[config.mk]
export PLATFORM = sky130hd
export DESIGN_NAME = mc_ctrl_fsm
export DESIGN_NICKNAME = d
export VERILOG_FILES = /design/src/rtl/mc_ctrl_pkg.sv /design/src/rtl/mc_perf_cnt.sv /design/src/rtl/mc_ctrl_fsm.sv
export SDC_FILE = /design/constraint.sdc
export NUM_CORES = 1
export LEC_CHECK = 0
export ABC_AREA = 1
export BUFFER_PORTS_ARGS = -buffer_cell sky130_fd_sc_hd__buf_2
export CORE_MARGIN = 1.5
export CORE_UTILIZATION = 45
export DETAILED_ROUTE_END_ITERATION = 8
export GPL_TIMING_DRIVEN = 0
export PLACE_DENSITY = 0.71
export SKIP_LAST_GASP = 1
export SLEW_MARGIN = 20
export SYNTH_ARGS = -nofsm -noshare
export SYNTH_HDL_FRONTEND = slang
export SYNTH_SLANG_ARGS = --single-unit
[constraint.sdc]
create_clock -name clk_i -period 2.05 [get_ports clk_i]
set_input_delay 0.205 -clock clk_i [delete_from_list [all_inputs] [get_ports clk_i]]
set_output_delay 0.205 -clock clk_i [all_outputs]
set_load 0.01 [all_outputs]
[src/rtl/mc_ctrl_pkg.sv]
// Shared types and encodings for the multi-cycle control sequencer.
package mc_ctrl_pkg;

   // One state per micro-step of the multi-cycle datapath.
   typedef enum logic [3:0] {
      S_FETCH    = 4'd0,
      S_DECODE   = 4'd1,
      S_EXEC_R   = 4'd2,
      S_WB_R     = 4'd3,
      S_EXEC_I   = 4'd4,
      S_WB_I     = 4'd5,
      S_MEM_ADDR = 4'd6,
      S_MEM_RD   = 4'd7,
      S_WB_MEM   = 4'd8,
      S_MEM_WR   = 4'd9,
      S_BRANCH   = 4'd10,
      S_JUMP     = 4'd11,
      S_JR       = 4'd12,
      S_HALT     = 4'd13
   } state_t;

   // Opcode field (instruction[31:26]) values.
   localparam logic [5:0] OP_RTYPE = 6'h00;
   localparam logic [5:0] OP_J     = 6'h02;
   localparam logic [5:0] OP_JAL   = 6'h03;
   localparam logic [5:0] OP_BEQ   = 6'h04;
   localparam logic [5:0] OP_BNE   = 6'h05;
   localparam logic [5:0] OP_BLEZ  = 6'h06;
   localparam logic [5:0] OP_BGTZ  = 6'h07;
   localparam logic [5:0] OP_ADDI  = 6'h08;
   localparam logic [5:0] OP_SLTI  = 6'h0A;
   localparam logic [5:0] OP_ORI   = 6'h0D;
   localparam logic [5:0] OP_LUI   = 6'h0F;
   localparam logic [5:0] OP_LW    = 6'h23;
   localparam logic [5:0] OP_SW    = 6'h2B;

   // Function field (instruction[5:0]) value for jr.
   localparam logic [5:0] FN_JR    = 6'h08;

   // ALU operation classes.
   localparam logic [2:0] ALU_ADD   = 3'd0;
   localparam logic [2:0] ALU_SUB   = 3'd1;
   localparam logic [2:0] ALU_RTYPE = 3'd2;
   localparam logic [2:0] ALU_SLT   = 3'd3;
   localparam logic [2:0] ALU_OR    = 3'd4;
   localparam logic [2:0] ALU_LUI   = 3'd5;

   // Next-PC source select.
   localparam logic [1:0] PC_SRC_ALU    = 2'd0;
   localparam logic [1:0] PC_SRC_ALUOUT = 2'd1;
   localparam logic [1:0] PC_SRC_JUMP   = 2'd2;
   localparam logic [1:0] PC_SRC_RS     = 2'd3;

   // ALU B operand select.
   localparam logic [1:0] SRC_B_RT      = 2'd0;
   localparam logic [1:0] SRC_B_FOUR    = 2'd1;
   localparam logic [1:0] SRC_B_IMM     = 2'd2;
   localparam logic [1:0] SRC_B_IMM_SH2 = 2'd3;

   // Destination register select.
   localparam logic [1:0] REG_DST_RT  = 2'd0;
   localparam logic [1:0] REG_DST_RD  = 2'd1;
   localparam logic [1:0] REG_DST_R31 = 2'd2;

   // Writeback data select.
   localparam logic [1:0] M2R_ALUOUT = 2'd0;
   localparam logic [1:0] M2R_MDR    = 2'd1;
   localparam logic [1:0] M2R_PC     = 2'd2;

   // ALU class for the immediate-arithmetic group.
   function automatic logic [2:0] imm_alu_op(input logic [5:0] op);
      case (op)
         OP_SLTI: imm_alu_op = ALU_SLT;
         OP_ORI:  imm_alu_op = ALU_OR;
         OP_LUI:  imm_alu_op = ALU_LUI;
         default: imm_alu_op = ALU_ADD;
      endcase
   endfunction

   // Branch outcome from the RS-RT (or RS-0) subtraction flags.
   function automatic logic branch_taken(input logic [5:0] op, input logic zero,
                                         input logic neg);
      case (op)
         OP_BEQ:  branch_taken = zero;
         OP_BNE:  branch_taken = !zero;
         OP_BLEZ: branch_taken = neg | zero;
         OP_BGTZ: branch_taken = !neg & !zero;
         default: branch_taken = 1'b0;
      endcase
   endfunction

endpackage

[src/rtl/mc_perf_cnt.sv]
// Cycle and retired-instruction counters, both wrapping modulo 2^CNT_W.
module mc_perf_cnt #(
   parameter int unsigned CNT_W = 32
) (
   input  logic             clk,
   input  logic             clear,
   input  logic             inc_cycle,
   input  logic             inc_ret,
   output logic [CNT_W-1:0] cycle_cnt,
   output logic [CNT_W-1:0] instret
);

   localparam logic [CNT_W-1:0] ONE = {{(CNT_W-1){1'b0}}, 1'b1};

   // Synchronous clear wins over both increments.
   always_ff @(posedge clk) begin
      // NOTE: non-blocking assignments in clocked blocks so every register samples pre-edge values.
      if (clear) begin
         cycle_cnt <= '0;
         instret   <= '0;
      end else begin
         if (inc_cycle) cycle_cnt <= cycle_cnt + ONE;
         if (inc_ret)   instret   <= instret + ONE;
      end
   end

endmodule

[src/rtl/mc_ctrl_fsm.sv]
// Multi-cycle control sequencer: steps each instruction through
// fetch/decode/execute/memory/writeback over one shared memory port.
module mc_ctrl_fsm
   import mc_ctrl_pkg::*;
#(
   parameter int unsigned CNT_W = 32
) (
   input  logic             clk_i,
   input  logic             rst_i,
   input  logic [5:0]       op_i,
   input  logic [5:0]       funct_i,
   input  logic             zero_i,
   input  logic             neg_i,
   input  logic             mem_ready_i,
   output logic             mem_read_o,
   output logic             mem_write_o,
   output logic             iord_o,
   output logic             ir_write_o,
   output logic             pc_write_o,
   output logic [1:0]       pc_src_o,
   output logic             alu_src_a_o,
   output logic [1:0]       alu_src_b_o,
   output logic [2:0]       alu_op_o,
   output logic             ext_sel_o,
   output logic             reg_write_o,
   output logic [1:0]       reg_dst_o,
   output logic [1:0]       mem_to_reg_o,
   output logic             halted_o,
   output logic [CNT_W-1:0] cycle_cnt_o,
   output logic [CNT_W-1:0] instret_o
);

   state_t state, state_next;
   logic   retire;

   // State register; reset restarts at FETCH, aborting any instruction in flight.
   always_ff @(posedge clk_i) begin
      if (rst_i) state <= S_FETCH;
      else       state <= state_next;
   end

   // Next-state and Moore output decode; op_i comes from the IR, which is
   // stable from DECODE until the next FETCH.
   always_comb begin
      // NOTE: every output gets a default before the case so no path leaves one unassigned (no latches).
      state_next   = state;
      retire       = 1'b0;
      mem_read_o   = 1'b0;
      mem_write_o  = 1'b0;
      iord_o       = 1'b0;
      ir_write_o   = 1'b0;
      pc_write_o   = 1'b0;
      pc_src_o     = PC_SRC_ALU;
      alu_src_a_o  = 1'b0;
      alu_src_b_o  = SRC_B_RT;
      alu_op_o     = ALU_ADD;
      ext_sel_o    = 1'b0;
      reg_write_o  = 1'b0;
      reg_dst_o    = REG_DST_RT;
      mem_to_reg_o = M2R_ALUOUT;
      halted_o     = 1'b0;

      case (state)
         S_FETCH: begin
            mem_read_o  = 1'b1;
            alu_src_b_o = SRC_B_FOUR;
            if (mem_ready_i) begin
               ir_write_o = 1'b1;
               pc_write_o = 1'b1;
               state_next = S_DECODE;
            end
         end
         S_DECODE: begin
            alu_src_b_o = SRC_B_IMM_SH2;
            case (op_i)
               OP_RTYPE: state_next = (funct_i == FN_JR) ? S_JR : S_EXEC_R;
               OP_ADDI, OP_SLTI, OP_ORI, OP_LUI: state_next = S_EXEC_I;
               OP_LW, OP_SW: state_next = S_MEM_ADDR;
               OP_BEQ, OP_BNE, OP_BLEZ, OP_BGTZ: state_next = S_BRANCH;
               OP_J, OP_JAL: state_next = S_JUMP;
               default: state_next = S_HALT;
            endcase
         end
         S_EXEC_R: begin
            alu_src_a_o = 1'b1;
            alu_op_o    = ALU_RTYPE;
            state_next  = S_WB_R;
         end
         S_WB_R: begin
            reg_write_o = 1'b1;
            reg_dst_o   = REG_DST_RD;
            retire      = 1'b1;
            state_next  = S_FETCH;
         end
         S_EXEC_I: begin
            alu_src_a_o = 1'b1;
            alu_src_b_o = SRC_B_IMM;
            alu_op_o    = imm_alu_op(op_i);
            ext_sel_o   = (op_i == OP_ORI) || (op_i == OP_LUI);
            state_next  = S_WB_I;
         end
         S_WB_I: begin
            reg_write_o = 1'b1;
            retire      = 1'b1;
            state_next  = S_FETCH;
         end
         S_MEM_ADDR: begin
            alu_src_a_o = 1'b1;
            alu_src_b_o = SRC_B_IMM;
            state_next  = (op_i == OP_LW) ? S_MEM_RD : S_MEM_WR;
         end
         S_MEM_RD: begin
            mem_read_o = 1'b1;
            iord_o     = 1'b1;
            if (mem_ready_i) state_next = S_WB_MEM;
         end
         S_WB_MEM: begin
            reg_write_o  = 1'b1;
            mem_to_reg_o = M2R_MDR;
            retire       = 1'b1;
            state_next   = S_FETCH;
         end
         S_MEM_WR: begin
            mem_write_o = 1'b1;
            iord_o      = 1'b1;
            if (mem_ready_i) begin
               retire     = 1'b1;
               state_next = S_FETCH;
            end
         end
         S_BRANCH: begin
            alu_src_a_o = 1'b1;
            alu_op_o    = ALU_SUB;
            pc_src_o    = PC_SRC_ALUOUT;
            pc_write_o  = branch_taken(op_i, zero_i, neg_i);
            retire      = 1'b1;
            state_next  = S_FETCH;
         end
         S_JUMP: begin
            pc_src_o   = PC_SRC_JUMP;
            pc_write_o = 1'b1;
            if (op_i == OP_JAL) begin
               reg_write_o  = 1'b1;
               reg_dst_o    = REG_DST_R31;
               mem_to_reg_o = M2R_PC;
            end
            retire     = 1'b1;
            state_next = S_FETCH;
         end
         S_JR: begin
            pc_src_o   = PC_SRC_RS;
            pc_write_o = 1'b1;
            retire     = 1'b1;
            state_next = S_FETCH;
         end
         S_HALT: begin
            halted_o = 1'b1;
         end
         default: begin
            state_next = S_HALT;
         end
      endcase

      // Reset silences every strobe and select immediately, not at the next edge.
      if (rst_i) begin
         mem_read_o   = 1'b0;
         mem_write_o  = 1'b0;
         iord_o       = 1'b0;
         ir_write_o   = 1'b0;
         pc_write_o   = 1'b0;
         pc_src_o     = PC_SRC_ALU;
         alu_src_a_o  = 1'b0;
         alu_src_b_o  = SRC_B_RT;
         alu_op_o     = ALU_ADD;
         ext_sel_o    = 1'b0;
         reg_write_o  = 1'b0;
         reg_dst_o    = REG_DST_RT;
         mem_to_reg_o = M2R_ALUOUT;
         halted_o     = 1'b0;
      end
   end

   mc_perf_cnt #(.CNT_W(CNT_W)) u_perf_cnt (
      .clk       (clk_i),
      .clear     (rst_i),
      .inc_cycle (!rst_i),
      .inc_ret   (retire && !rst_i),
      .cycle_cnt (cycle_cnt_o),
      .instret   (instret_o)
   );

endmodule

* After elaboration in Yosys (flattened, before gate mapping)
Cells that the tools add are included.
Storage, ports and cells: bits in registers 68, bits in latches 0, RAM bits 0, bits in read-only memories 0, bits of input ports 17, output and inout port bits 84, logic and storage cells 97, memories kept 0
Cells by class: add/subtract/negate cells 2, multipliers 0, divide/modulo/power cells 0, magnitude comparators 0, equality and inequality tests 29, shift operators 0, mux-type cells 41, bitwise gates (word level) 3, reduce and logical (&&, ||, !) cells 19
Operators with widths (number):
- 32-bit by 1-bit adder with 32-bit output, second input constant | 2
- 4-bit case mux with 9 select lines | 1
- 6-bit by 4-bit == test with 1-bit output, second input constant | 5
- 4-bit == test, second input constant | 6
- 6-bit by 3-bit == test with 1-bit output, second input constant | 4
- 4-bit two-way mux | 5
- 4-bit case mux with 5 select lines | 1
- 1-bit two-way mux | 18
- 3-bit case mux with 3 select lines | 2
- 4-bit by 3-bit == test with 1-bit output, second input constant | 4
- 6-bit by 2-bit == test with 1-bit output, second input constant | 2
- 6-bit == test, second input constant | 2
- 2-bit case mux with 3 select lines | 2
- 2-bit OR reduction | 6
- 4-bit OR reduction | 3
- 2-bit two-way mux | 5
- 4-bit by 2-bit == test with 1-bit output, second input constant | 2
- 2-bit case mux with 2 select lines | 2
- 6-bit zero test | 1
- 2-bit inequality test, second input constant | 3
- 6-bit OR reduction | 1
- 4-bit by 1-bit == test with 1-bit output, second input constant | 1
- 4-bit zero test | 1
- 1-bit case mux with 2 select lines | 2
- other kinds (11) | 13

* Logic depth before layout (Yosys ltp)
depth in word-level cells 5, depth in mapped cells 11, mapped depth without buffers 10

* Hierarchy
Synthesis repeated with hierarchy kept, for this count alone.
Second synthesis, totals: cells, all modules 707, area, all modules 4326.6 µm²
Modules (own cells, without submodules):
- mc_perf_cnt | instances 1, cells each 563, area an instance 3592.2 µm²
- mc_ctrl_fsm | instances 1, cells each 144, area an instance 734.5 µm²

* Least setup slack after synthesis
No wires, ideal clock.
kind reg-to-reg, start reg u_perf_cnt.cycle_cnt[0], end reg u_perf_cnt.cycle_cnt[30], library setup time 0.132 ns, data arrival time 1.483 ns, setup slack 0.435 ns, cell stages (with the launch flop) 11, path buffers 0, period minus slack after synthesis 1.615 ns, cell sequence dfxtp_1 ha_1 nand2_1 nor2_2 inv_1 nor2_2 inv_1 nor2_1 nand2_1 nand2_1 a21oi_1
Between the ends: word-level cells in the longest chain between the ends 1
Ends and longest elaborated chain:
- start: declaration | RTL line mc_perf_cnt.sv:9 | output logic [CNT_W-1:0] cycle_cnt,
- start signal: assignment | RTL line mc_perf_cnt.sv:22 | if (inc_cycle) cycle_cnt <= cycle_cnt + ONE;
- 32-bit by 1-bit adder with 32-bit output | RTL line mc_perf_cnt.sv:22
No other way between the ends. A chain may end at the register's enable or synchronous reset.

* Worst setup path in the final report
start reg state[3], end out pc_write_o
Between the ends: word-level cells in the longest chain between the ends 4, elaborated cells between the ends (all ways) 7, those cells by class eq/ne: 3; mux: 2; reduce/logical: 2
Ends and longest elaborated chain:
- start: declaration | RTL line mc_ctrl_fsm.sv:33 | state_t state, state_next;
- start signal: assignment | RTL line mc_ctrl_fsm.sv:39 | else state <= state_next;
- 4-bit == test | RTL line mc_ctrl_fsm.sv:63 | case (state)
- 2-bit OR reduction (no source line)
- 1-bit case mux with 3 select lines * | RTL line mc_ctrl_fsm.sv:63
- 1-bit two-way mux * | RTL line mc_ctrl_fsm.sv:165 | if (rst_i) begin
- end: declaration | RTL line mc_ctrl_fsm.sv:19 | output logic pc_write_o,
Mark *: on every way between the ends. The rest lies on a longest branch, timed or not.

==> results.yml <==
synth:
  synth_top_family_by_area: "simple AND/OR/NAND/NOR gates"
  avgSynthCellArea_um2: 5.75
  synthXorXnorAreaFrac_pct: 1.75
  synth_area_leaders: "dfxtp_1 (30%), nand2_1 (22%), nor2_1 (13%)"
  synth_cells: 785
  synth.largest_area_cell: "dfxtp_1"
  synth.ff_latch_count: 68
  synth_cell_types: 30
  synth_compound_area_share_pct: 9.31
  synthSimpleGateAreaFrac_pct: 49.6
  syn-num-nets: 804
  yosysWarningCount: 0
  synthAdderAreaFrac_pct: 0.554
  synthMuxAreaShare_pct: 0
  synth_top_area_share_pct: 30.1
  syn_area_um2: 4520
  yosysSeqAreaShare_pct: 30.1
clock_network:
  cts_buffers: 9
  htreeDepth: 3
  cts_setup_buffers: 0
  clk_latency_ns: 0.36
  cts_root_buffer: "clkbuf_8"
  clkSinkCount: 68
  path_clk_slew_ns: 0.07
  cts-hold-fix-buffers: 0
  tritoncts: "done"
  cts_buffer_depth: 2
die:
  num_rows: 36
  core-area_um2: 9770
  die_area_um2: 10600
  die_y_um: 103
  initial_utilization_pct: 46.2
  die_w_um: 103
  ios: 101
finish:
  fin_nets: 915
  final_cell_mix: "nand2_1 (259), nor2_1 (150), buf_2 (102)"
  antennaDiodeCount: 0
  layout_commonest_cell: "nand2_1"
  drive_gt1_share_pct: 16.2
  area_growth_pct: 19.4
power:
  power.density_nw_per_um2: 679
  p_total_mw: 3.66
  p_leak_nw: 2.17
  ir_drop_mv: 0.356
global_route:
  grt_max_degree: 13
  grt_pass1_vias: 4475
  gr-total-overflow: 0
  grtUsageTotal_pct: 25.6
  grt_pass1_wl_um: 21200
  antenna_found_initial: 0
critical_path:
  required_ns: 1.85
  start_kind: "flip-flop"
  arrival_ns: 1.73
  end_kind: "output port"
  critPathMaxFanout: 6
  reg2reg_setup_slack_ns: 0.15
  r2r_cells: 10
  worstPathCellList: "nor2_1, nand2_1, nor3_1, nor2_1, nand2_1, buf_2"
  r2r-end: "u_perf_cnt.cycle_cnt[30]$_SDFF_PP0_"
  reg2reg_from: "u_perf_cnt.cycle_cnt[0]$_SDFF_PP0_"
  cp_slowest_cell: "dfxtp_1"
  critPathMaxStageDelay_ns: 0.39
  path_class: "flip-flop to output port"
min_path:
  holdPathStages: 3
  min-delay-start: "mem_ready_i"
  min_path_type: "input port to flip-flop"
  holdPathEnd: "state[0]$_SDFFE_PP0P_"
timing:
  fin_skew_ns: 0.0151
  max_freq_mhz: 518
  rsz0062_at_grt: "false"
  timing.final.crit_share_pct: 94.2
  setup_viol: 0
  fin_setup_tns_ns: 0
  slew_headroom_pct: 56.7
  period_needed_ns: 1.93
  drv_slew: 0
  holdWs_ns: 0.198
  worstMarginPinSlew_ns: 0.650
  hold_viol_final: 0
detailed_routing:
  dr.first_iter.drc_count: 208
  drt.antenna.violating_nets: 0
  wl_um: 13300
  wl_per_cell_um: 12.9
  drc_errors: 0
  drt_first_pass_iters: 5
  via_count: 5185
  vias_per_cell: 5.01
place:
  dp.final_hpwl_um: 10400
  port_buffers: 100
  gp_congestion: 0.968
job:
  timing.max_cap.violations: 0
run_status:
  status: "finished clean"
what timing repair did:
action | 4_1_cts | 5_1_grt
endpoints found under the setup margin | 0 | 3
gates resized for setup | 0 | 5
hold endpoints to repair | 0 | 0
Yosys cell counts, drive strengths merged:
library cell  instances
nand2               263
nor2                162
inv                  84
dfxtp                68
a21oi                58
nand3                57
nand4                17
nor3                 17
o21ai                15
nand3b               10
buf                   8
clkbuf                7
xor2                  5
xnor2                 4
ha                    2
o21a                  2
o31ai                 2
a31oi                 1
o211ai                1
o22ai                 1
or2                   1
critical path: cells and delay by family, from the launching register on:
family	cells	cell delay, ns
and+or+nand+nor	5	0.86
buffers and inverters	1	0.12
DFF	1	0.39
stage by stage:
step	util [%]	cell area, um2	worst slack, ns	std cells
floorplan	-	4520	0.435	785
global placement	53.0	5180	0.173	1018
detailed placement	53.0	5180	0.172	1018
CTS	55.0	5370	0.0455	1034
global route	55.1	5390	0.00370	1034
finish	55.1	5390	0.119	1034
final cells by class:
cell class / instances / area (um2)
plain buffers: 15 / 73.8
clock buffers: 10 / 128
clock inverters: 6 / 63.8
fillers: 1069 / 4380
inverters: 84 / 315
multi-input cells: 618 / 2780
flip-flops and latches: 68 / 1360
well taps: 133 / 166
repair buffers: 100 / 500
power by group:
group	switching, mW	total, mW	internal (mW)
Combinational	0.737	1.07	0.330
Clock	0.557	1.12	0.562
Sequential	0.0989	1.48	1.38
Total	1.39	3.66	2.27
how the worst max path moves through the flow:
stage	start	to	slack (ns)	depth (start not counted)
2_1_floorplan	u_perf_cnt.cycle_cnt[0]$_SDFF_PP0_	u_perf_cnt.cycle_cnt[30]$_SDFF_PP0_	0.43	10
3_3_place_gp	u_perf_cnt.cycle_cnt[0]$_SDFF_PP0_	u_perf_cnt.cycle_cnt[30]$_SDFF_PP0_	0.17	10
3_5_place_dp	u_perf_cnt.cycle_cnt[0]$_SDFF_PP0_	u_perf_cnt.cycle_cnt[30]$_SDFF_PP0_	0.17	10
4_1_cts	state[2]$_SDFFE_PP0P_	alu_op_o[0]	0.05	7
5_1_grt	state[3]$_SDFFE_PP0P_	pc_write_o	0.004	6
6_report	state[3]$_SDFFE_PP0P_	pc_write_o	0.12	6
metal layers:
layer | vias to the layer above | track usage [%] | part of all wire, %
met5 | - | 0 | 0
met4 | 0 | 9.67 | 2.4
met3 | 24 | 3.90 | 5.3
met2 | 160 | 43.4 | 46
met1 | 2285 | 33.0 | 47
li1 | 2716 | - | -
cell families after synthesis:
family          after synthesis
compound gates               80
xor+xnor                      9
fa+ha+maj                     2
buf+inv                      99
flops                        68
simple gates                527
flip-flops by register name (all words and copies together) (netlist names):
signal / count
u_perf_cnt.instret: 32
state: 4
u_perf_cnt.cycle_cnt: 32
Note: power is estimated with default switching activity, not from simulation.
